--- src/rtl/effect_crossfade_ctrl_pkg.sv ---
// Shared types and width helpers for the effect-slot crossfade controller.
package effect_pkg;

    typedef enum logic [1:0] {
        DRY      = 2'd0,
        FADE_IN  = 2'd1,
        WET      = 2'd2,
        FADE_OUT = 2'd3
    } fade_state_t;

    localparam int FADE_LOG2_MIN = 1;
    localparam int FADE_LOG2_MAX = 12;

    // Width of the weighted products and their sum. Sample width, plus the
    // gain magnitude bits, plus a sign bit and one carry bit for the sum.
    function automatic int mix_width(input int data_width, input int fade_log2);
        return data_width + fade_log2 + 2;
    endfunction

endpackage

--- src/rtl/effect_crossfade_ctrl_if.sv ---
// Sample-stream bundle between the dry/wet sources, the controller and the next slot.
interface effect_crossfade_ctrl_if #(
    parameter int DATA_WIDTH = 32
);
    import effect_pkg::*;

    logic                         effect_enable;
    logic signed [DATA_WIDTH-1:0] dry_in;
    logic                         dry_valid;
    logic signed [DATA_WIDTH-1:0] wet_in;
    logic                         wet_valid;
    logic signed [DATA_WIDTH-1:0] audio_out;
    logic                         audio_out_valid;
    fade_state_t                  fade_state;
    logic                         align_error;

    modport master (
        output effect_enable, dry_in, dry_valid, wet_in, wet_valid,
        input  audio_out, audio_out_valid, fade_state, align_error
    );

    modport slave (
        input  effect_enable, dry_in, dry_valid, wet_in, wet_valid,
        output audio_out, audio_out_valid, fade_state, align_error
    );

endinterface

--- src/rtl/effect_crossfade_ctrl_mixer.sv ---
// Combinational weighted sum: (wet*g + dry*(FULL-g)) >>> FADE_LOG2.
module crossfade_mixer
    import effect_pkg::*;
#(
    parameter int DATA_WIDTH = 32,
    parameter int FADE_LOG2  = 8
) (
    input  logic signed [DATA_WIDTH-1:0] dry_in,
    input  logic signed [DATA_WIDTH-1:0] wet_in,
    input  logic        [FADE_LOG2:0]    gain,
    output logic signed [DATA_WIDTH-1:0] mix_out
);

    localparam int W  = mix_width(DATA_WIDTH, FADE_LOG2);
    localparam int GW = FADE_LOG2 + 1;
    localparam logic [GW-1:0] FULL_G = {1'b1, {FADE_LOG2{1'b0}}};

    logic        [GW-1:0] inv_gain;
    logic signed [W-1:0]  wet_x;
    logic signed [W-1:0]  dry_x;
    logic signed [W-1:0]  g_x;
    logic signed [W-1:0]  ig_x;
    logic signed [W-1:0]  sum;

    // Both gains are non-negative, so they are zero-extended into the signed
    // domain; samples are sign-extended. The arithmetic shift floors the result.
    always_comb begin
        inv_gain = FULL_G - gain;
        wet_x    = {{(W-DATA_WIDTH){wet_in[DATA_WIDTH-1]}}, wet_in};
        dry_x    = {{(W-DATA_WIDTH){dry_in[DATA_WIDTH-1]}}, dry_in};
        g_x      = {{(W-GW){1'b0}}, gain};
        ig_x     = {{(W-GW){1'b0}}, inv_gain};
        sum      = wet_x * g_x + dry_x * ig_x;
        mix_out  = DATA_WIDTH'(sum >>> FADE_LOG2);
    end

endmodule

--- src/rtl/effect_crossfade_ctrl.sv ---
// Click-free enable/disable for one effect slot: crossfade FSM, gain counter
// and registered mixed output.
//
//  state    | meaning
//  ---------+--------------------------------------------------
//  DRY      | g = 0, output is the bypass sample
//  FADE_IN  | 0 < g < FULL, g rising one step per sample pair
//  WET      | g = FULL, output is the effect sample
//  FADE_OUT | 0 < g < FULL, g falling one step per sample pair
module effect_crossfade_ctrl
    import effect_pkg::*;
#(
    parameter int DATA_WIDTH = 32,
    parameter int FADE_LOG2  = 8
) (
    input  logic clk,
    input  logic reset,
    effect_crossfade_ctrl_if.slave bus
);

    localparam int GW = FADE_LOG2 + 1;
    localparam logic [GW-1:0] FULL_G = {1'b1, {FADE_LOG2{1'b0}}};
    localparam logic [GW-1:0] ONE_G  = {{FADE_LOG2{1'b0}}, 1'b1};

    fade_state_t                  state_q;
    logic        [GW-1:0]         gain_q;
    logic signed [DATA_WIDTH-1:0] out_q;
    logic                         out_valid_q;
    logic                         align_q;
    logic signed [DATA_WIDTH-1:0] mix;
    logic                         pair;
    logic                         mismatch;

    assign pair     = bus.dry_valid & bus.wet_valid;
    assign mismatch = bus.dry_valid ^ bus.wet_valid;

    crossfade_mixer #(
        .DATA_WIDTH (DATA_WIDTH),
        .FADE_LOG2  (FADE_LOG2)
    ) u_mixer (
        .dry_in  (bus.dry_in),
        .wet_in  (bus.wet_in),
        .gain    (gain_q),
        .mix_out (mix)
    );

    // Fade sequencer: on each pair the output takes the mix at the old gain,
    // then gain and state step; a lone strobe only latches the sticky error.
    always_ff @(posedge clk or posedge reset) begin
        if (reset) begin
            state_q     <= DRY;
            gain_q      <= '0;
            out_q       <= '0;
            out_valid_q <= 1'b0;
            align_q     <= 1'b0;
        end else begin
            out_valid_q <= pair;
            if (mismatch) begin
                align_q <= 1'b1;
            end
            if (pair) begin
                out_q <= mix;
                case (state_q)
                    DRY: begin
                        if (bus.effect_enable) begin
                            state_q <= FADE_IN;
                            gain_q  <= ONE_G;
                        end
                    end
                    FADE_IN: begin
                        if (!bus.effect_enable) begin
                            gain_q  <= gain_q - ONE_G;
                            state_q <= (gain_q == ONE_G) ? DRY : FADE_OUT;
                        end else begin
                            gain_q  <= gain_q + ONE_G;
                            state_q <= (gain_q == FULL_G - ONE_G) ? WET : FADE_IN;
                        end
                    end
                    WET: begin
                        if (!bus.effect_enable) begin
                            state_q <= FADE_OUT;
                            gain_q  <= FULL_G - ONE_G;
                        end
                    end
                    FADE_OUT: begin
                        if (bus.effect_enable) begin
                            gain_q  <= gain_q + ONE_G;
                            state_q <= (gain_q == FULL_G - ONE_G) ? WET : FADE_IN;
                        end else begin
                            gain_q  <= gain_q - ONE_G;
                            state_q <= (gain_q == ONE_G) ? DRY : FADE_OUT;
                        end
                    end
                    default: begin
                        state_q <= DRY;
                        gain_q  <= '0;
                    end
                endcase
            end
        end
    end

    assign bus.audio_out       = out_q;
    assign bus.audio_out_valid = out_valid_q;
    assign bus.fade_state      = state_q;
    assign bus.align_error     = align_q;

endmodule
--- src/flat_wrapper.sv ---
// flat-port wrapper written by rule: the top's interface ports become plain ports
module effect_crossfade_ctrl_flat import effect_pkg::*;
#(
    parameter int DATA_WIDTH = 32,
    parameter int FADE_LOG2  = 8
)
  (clk, reset, bus_effect_enable, bus_dry_in, bus_dry_valid, bus_wet_in, bus_wet_valid, bus_audio_out, bus_audio_out_valid, bus_fade_state, bus_align_error);
  effect_crossfade_ctrl_if #(.DATA_WIDTH(DATA_WIDTH)) bus_i ();
  input  logic clk;
  input  logic reset;
  input wire logic [$bits(bus_i.effect_enable)-1:0] bus_effect_enable;
  input wire logic [$bits(bus_i.dry_in)-1:0] bus_dry_in;
  input wire logic [$bits(bus_i.dry_valid)-1:0] bus_dry_valid;
  input wire logic [$bits(bus_i.wet_in)-1:0] bus_wet_in;
  input wire logic [$bits(bus_i.wet_valid)-1:0] bus_wet_valid;
  output wire logic [$bits(bus_i.audio_out)-1:0] bus_audio_out;
  output wire logic [$bits(bus_i.audio_out_valid)-1:0] bus_audio_out_valid;
  output wire logic [$bits(bus_i.fade_state)-1:0] bus_fade_state;
  output wire logic [$bits(bus_i.align_error)-1:0] bus_align_error;
  assign bus_i.effect_enable = bus_effect_enable;
  assign bus_i.dry_in = bus_dry_in;
  assign bus_i.dry_valid = bus_dry_valid;
  assign bus_i.wet_in = bus_wet_in;
  assign bus_i.wet_valid = bus_wet_valid;
  assign bus_audio_out = bus_i.audio_out;
  assign bus_audio_out_valid = bus_i.audio_out_valid;
  assign bus_fade_state = bus_i.fade_state;
  assign bus_align_error = bus_i.align_error;
  effect_crossfade_ctrl #(.DATA_WIDTH(DATA_WIDTH), .FADE_LOG2(FADE_LOG2)) u_core (.clk(clk), .reset(reset), .bus(bus_i));
endmodule
--- config.mk ---
export PLATFORM = sky130hd
export DESIGN_NAME = effect_crossfade_ctrl_flat
export DESIGN_NICKNAME = d
export VERILOG_FILES = /design/src/rtl/effect_crossfade_ctrl_pkg.sv /design/src/rtl/effect_crossfade_ctrl_if.sv /design/src/rtl/effect_crossfade_ctrl_mixer.sv /design/src/rtl/effect_crossfade_ctrl.sv /design/src/flat_wrapper.sv
export SDC_FILE = /design/constraint.sdc
export NUM_CORES = 2
export LEC_CHECK = 0
export ABC_AREA = 1
export CAP_MARGIN = 40
export CORE_MARGIN = 8
export CORE_UTILIZATION = 63
export DETAILED_ROUTE_END_ITERATION = 10
export GPL_TIMING_DRIVEN = 0
export PLACE_DENSITY = 0.81
export SLEW_MARGIN = 20
export SYNTH_ARGS = -nofsm -noshare
export SYNTH_HDL_FRONTEND = slang
export SYNTH_SLANG_ARGS = --single-unit
--- constraint.sdc ---
create_clock -name clk -period 7.2 [get_ports clk]
set_input_delay 0.72 -clock clk [delete_from_list [all_inputs] [get_ports clk]]
set_output_delay 0.72 -clock clk [all_outputs]
set_load 0.1 [all_outputs]
==> flow_metrics.env <==
export IMPL_place_congestion=0.998
export IMPL_vias=18900
export IMPL_die_w_um=203
export IMPL_ys_seq_area_frac=0.0509
export IMPL_wl_per_cell_um=20.6
export IMPL_postPlaceCellArea_um2=23800
export IMPL_via_per_inst=5.59
export IMPL_grt_overflow=0
export IMPL_ys_seq_elements=45
export IMPL_area_growth_pct=12.8
export IMPL_track_usage=0.347
export IMPL_yosys_warnings=0
export IMPL_ctsHoldBuffers=0
export IMPL_grt_pass1_wl_mm=111
export IMPL_die_area_um2=41400
export IMPL_clk_pin_slew_worst_paths_ns=0.07
export IMPL_synth_area_leader_cell="fa_1"
export IMPL_drv_slew=0
export IMPL_die_h_um=203
export IMPL_min_delay_path_class="flip-flop to flip-flop"
export IMPL_avgSynthCellArea_um2=7.87
export IMPL_relSlewSlack=0.428
export IMPL_worstPathArrival_ns=7.22
export IMPL_cp_top_family="adder cells"
export IMPL_netlist_top_cells_count="794 x inv_1, 707 x nand2_1, 527 x fa_1"
export IMPL_yosysTopAreaCellShare=0.477
export IMPL_startpoint_type="flip-flop"
export IMPL_setup_viol=0
export IMPL_numPortBuffers=49
export IMPL_dr_pass1_iters=6
export IMPL_clk_root_buffer_cell="clkbuf_16"
export IMPL_totalWireLength_mm=69.7
export IMPL_route_met2_wl_mm=34.2
export IMPL_drive_above_1_share=0.0929
export IMPL_crit_buf_inv=7
export IMPL_dr_max_layer_used="met4"
export IMPL_synth_area_leaders="fa_1 48%, inv_1 13%, nand2_1 12%"
export IMPL_async_flop_share=1.00
export IMPL_layout_min_cycle_time_ns=7.04
export IMPL_synth_edf_count=0
export IMPL_grt_max_degree=25
export IMPL_drc=0
export IMPL_max_cap_violations=0
export IMPL_rows=68
export IMPL_rsz0062_at_grt="true"
export IMPL_htree_levels=2
export IMPL_syn_inst=2809
export IMPL_dr_wl_met3_mm=7.36
export IMPL_cts_tree="done"
export IMPL_hold_violations=0
export IMPL_clock_skew_ns=0.0105
export IMPL_wl_met1_mm=23.9
export IMPL_critPathRequiredTime_ns=7.39
export IMPL_worst_path_max_fanout=10
export IMPL_drt_iter0_markers=1622
export IMPL_synth_main_ff_cell="dfrtp_1"
export IMPL_yosysMostFrequentCell="inv_1"
export IMPL_syn_num_nets=3545
export IMPL_worst_slew_pin_transition_ns=0.858
export IMPL_grt_pass1_vias=20900
export IMPL_end_kind="flip-flop"
export IMPL_insertion_delay_ns=0.31
export IMPL_crit_type="flip-flop to flip-flop"
export IMPL_slowest_delay_ns=0.57
export IMPL_clock_path_buffers=2
export IMPL_finalNetCount=3664
export IMPL_fin_crit_sh=0.977
export IMPL_status="complete, no violations"
export IMPL_syn_area_um2=22100
export IMPL_design_area_um2=24900
export IMPL_ios=105
export IMPL_antenna_found_initial=2
export IMPL_fmax_mhz=142
export IMPL_dpl_hpwl_mm=59.2
export IMPL_cts_sinks=45
export IMPL_cpMostUsedCell="fa_1"
export IMPL_ys_types=51
export IMPL_coreArea_um2=34500
export IMPL_critPathSlowestCell="fa_1"
export IMPL_final_antenna_net_count=0
export IMPL_numCtsBuffers=5
export IMPL_start_util=0.640
==> kinds of logic after synthesis <==
kind of cell             Yosys count  synth area share
AO/OA/AOI/OAI                    154            0.0417
AND/OR/NAND/NOR                 1002             0.184
XOR/XNOR                          18           0.00713
adder cells (fa/ha/maj)          667             0.556
buffers and inverters            923             0.161
flip-flops                        45            0.0509
==> sequential cells by signal, summed over array words and instances (netlist names), named ones only <==
| signal | flops |
|---|---|
| u_core.bus.fade_state | 1 |
| u_core.bus.audio_out_valid | 1 |
| u_core.bus.audio_out | 32 |
| u_core.gain_q | 9 |
| u_core.bus.align_error | 1 |
==> per-stage QoR <==
stage	worst slack [ns]	utilization	instances	hold WS (ns)	TNS, ns
5_1_grt	-0.0390	0.722	3386	0.518	-0.206
3_5_place_dp	-1.36	0.690	3353	0.471	-29.98
2_1_floorplan	0.620	-	2809	0.616	0
6_report	0.165	0.722	3386	0.487	0
4_1_cts	0.0238	0.706	3367	0.488	0
3_3_place_gp	-1.35	0.671	3313	0.448	-29.34
==> what timing repair did <==
item / CTS / global route
buffers inserted: 7 / 12
gates resized for setup: 99 / 118
setup endpoints to repair: 32 / 29
pin swaps: 7 / 24
gates cloned: 0 / 0
==> worst reg2reg max path, delay by kind of cell, from the launching register on <==
kind / cells / cell delay [ns]
buffers and inverters: 7 / 0.71
AO/OA/AOI/OAI: 3 / 0.71
adder cells (fa/ha/maj): 8 / 3.86
AND/OR/NAND/NOR: 12 / 1.27
flip-flops: 1 / 0.37
==> final timing paths <==
check,slack [ns],to,start,depth (start not counted)
worst max-delay path,0.16,u_core.bus.audio_out[25],u_core.gain_q[4],30
worst min-delay path,0.49,u_core.bus.audio_out[13],u_core.bus.audio_out[13],2
worst max register to register,0.16,u_core.bus.audio_out[25],u_core.gain_q[4],30
worst min register to register,0.49,u_core.bus.audio_out[13],u_core.bus.audio_out[13],2
max in group asynchronous,5.85,u_core.gain_q[0],reset,3
min in group asynchronous,0.80,u_core.bus.audio_out[16],reset,2
==> cell usage in the layout (no fill, tap or decap), drive strengths merged, types with 7 or more instances in the layout <==
master / instances
clkdlybuf4s50: 49
nor3: 10
nand2: 718
dfrtp: 45
a21o: 7
xor2: 10
o21bai: 9
nor2: 188
xnor2: 8
fa: 527
o21ai: 50
a21oi: 48
or2: 8
nand4: 10
clkbuf: 97
buf: 96
nand3b: 11
ha: 140
nand3: 51
a31oi: 19
inv: 795
==> cell type report <==
| type | instances | area [um^2] |
|---|---|---|
| sequential | 45 | 1130 |
| clock inverter | 2 | 15.0 |
| inverter | 799 | 3040 |
| fill | 2710 | 9590 |
| buffer | 123 | 694 |
| tap | 455 | 569 |
| antenna | 2 | 5.00 |
| clock buffer | 6 | 129 |
| multi-input combinational | 1841 | 18000 |
| timing repair buffer | 113 | 1370 |
==> layer usage <==
layer	vias up	track usage
met5	-	0
met4	0	0.171
met3	276	0.0836
met2	1030	0.600
met1	9407	0.400
li1	8216	-
Power is not shown: default switching activity piles up to over one toggle a cycle in this logic, so the estimate is an artifact.
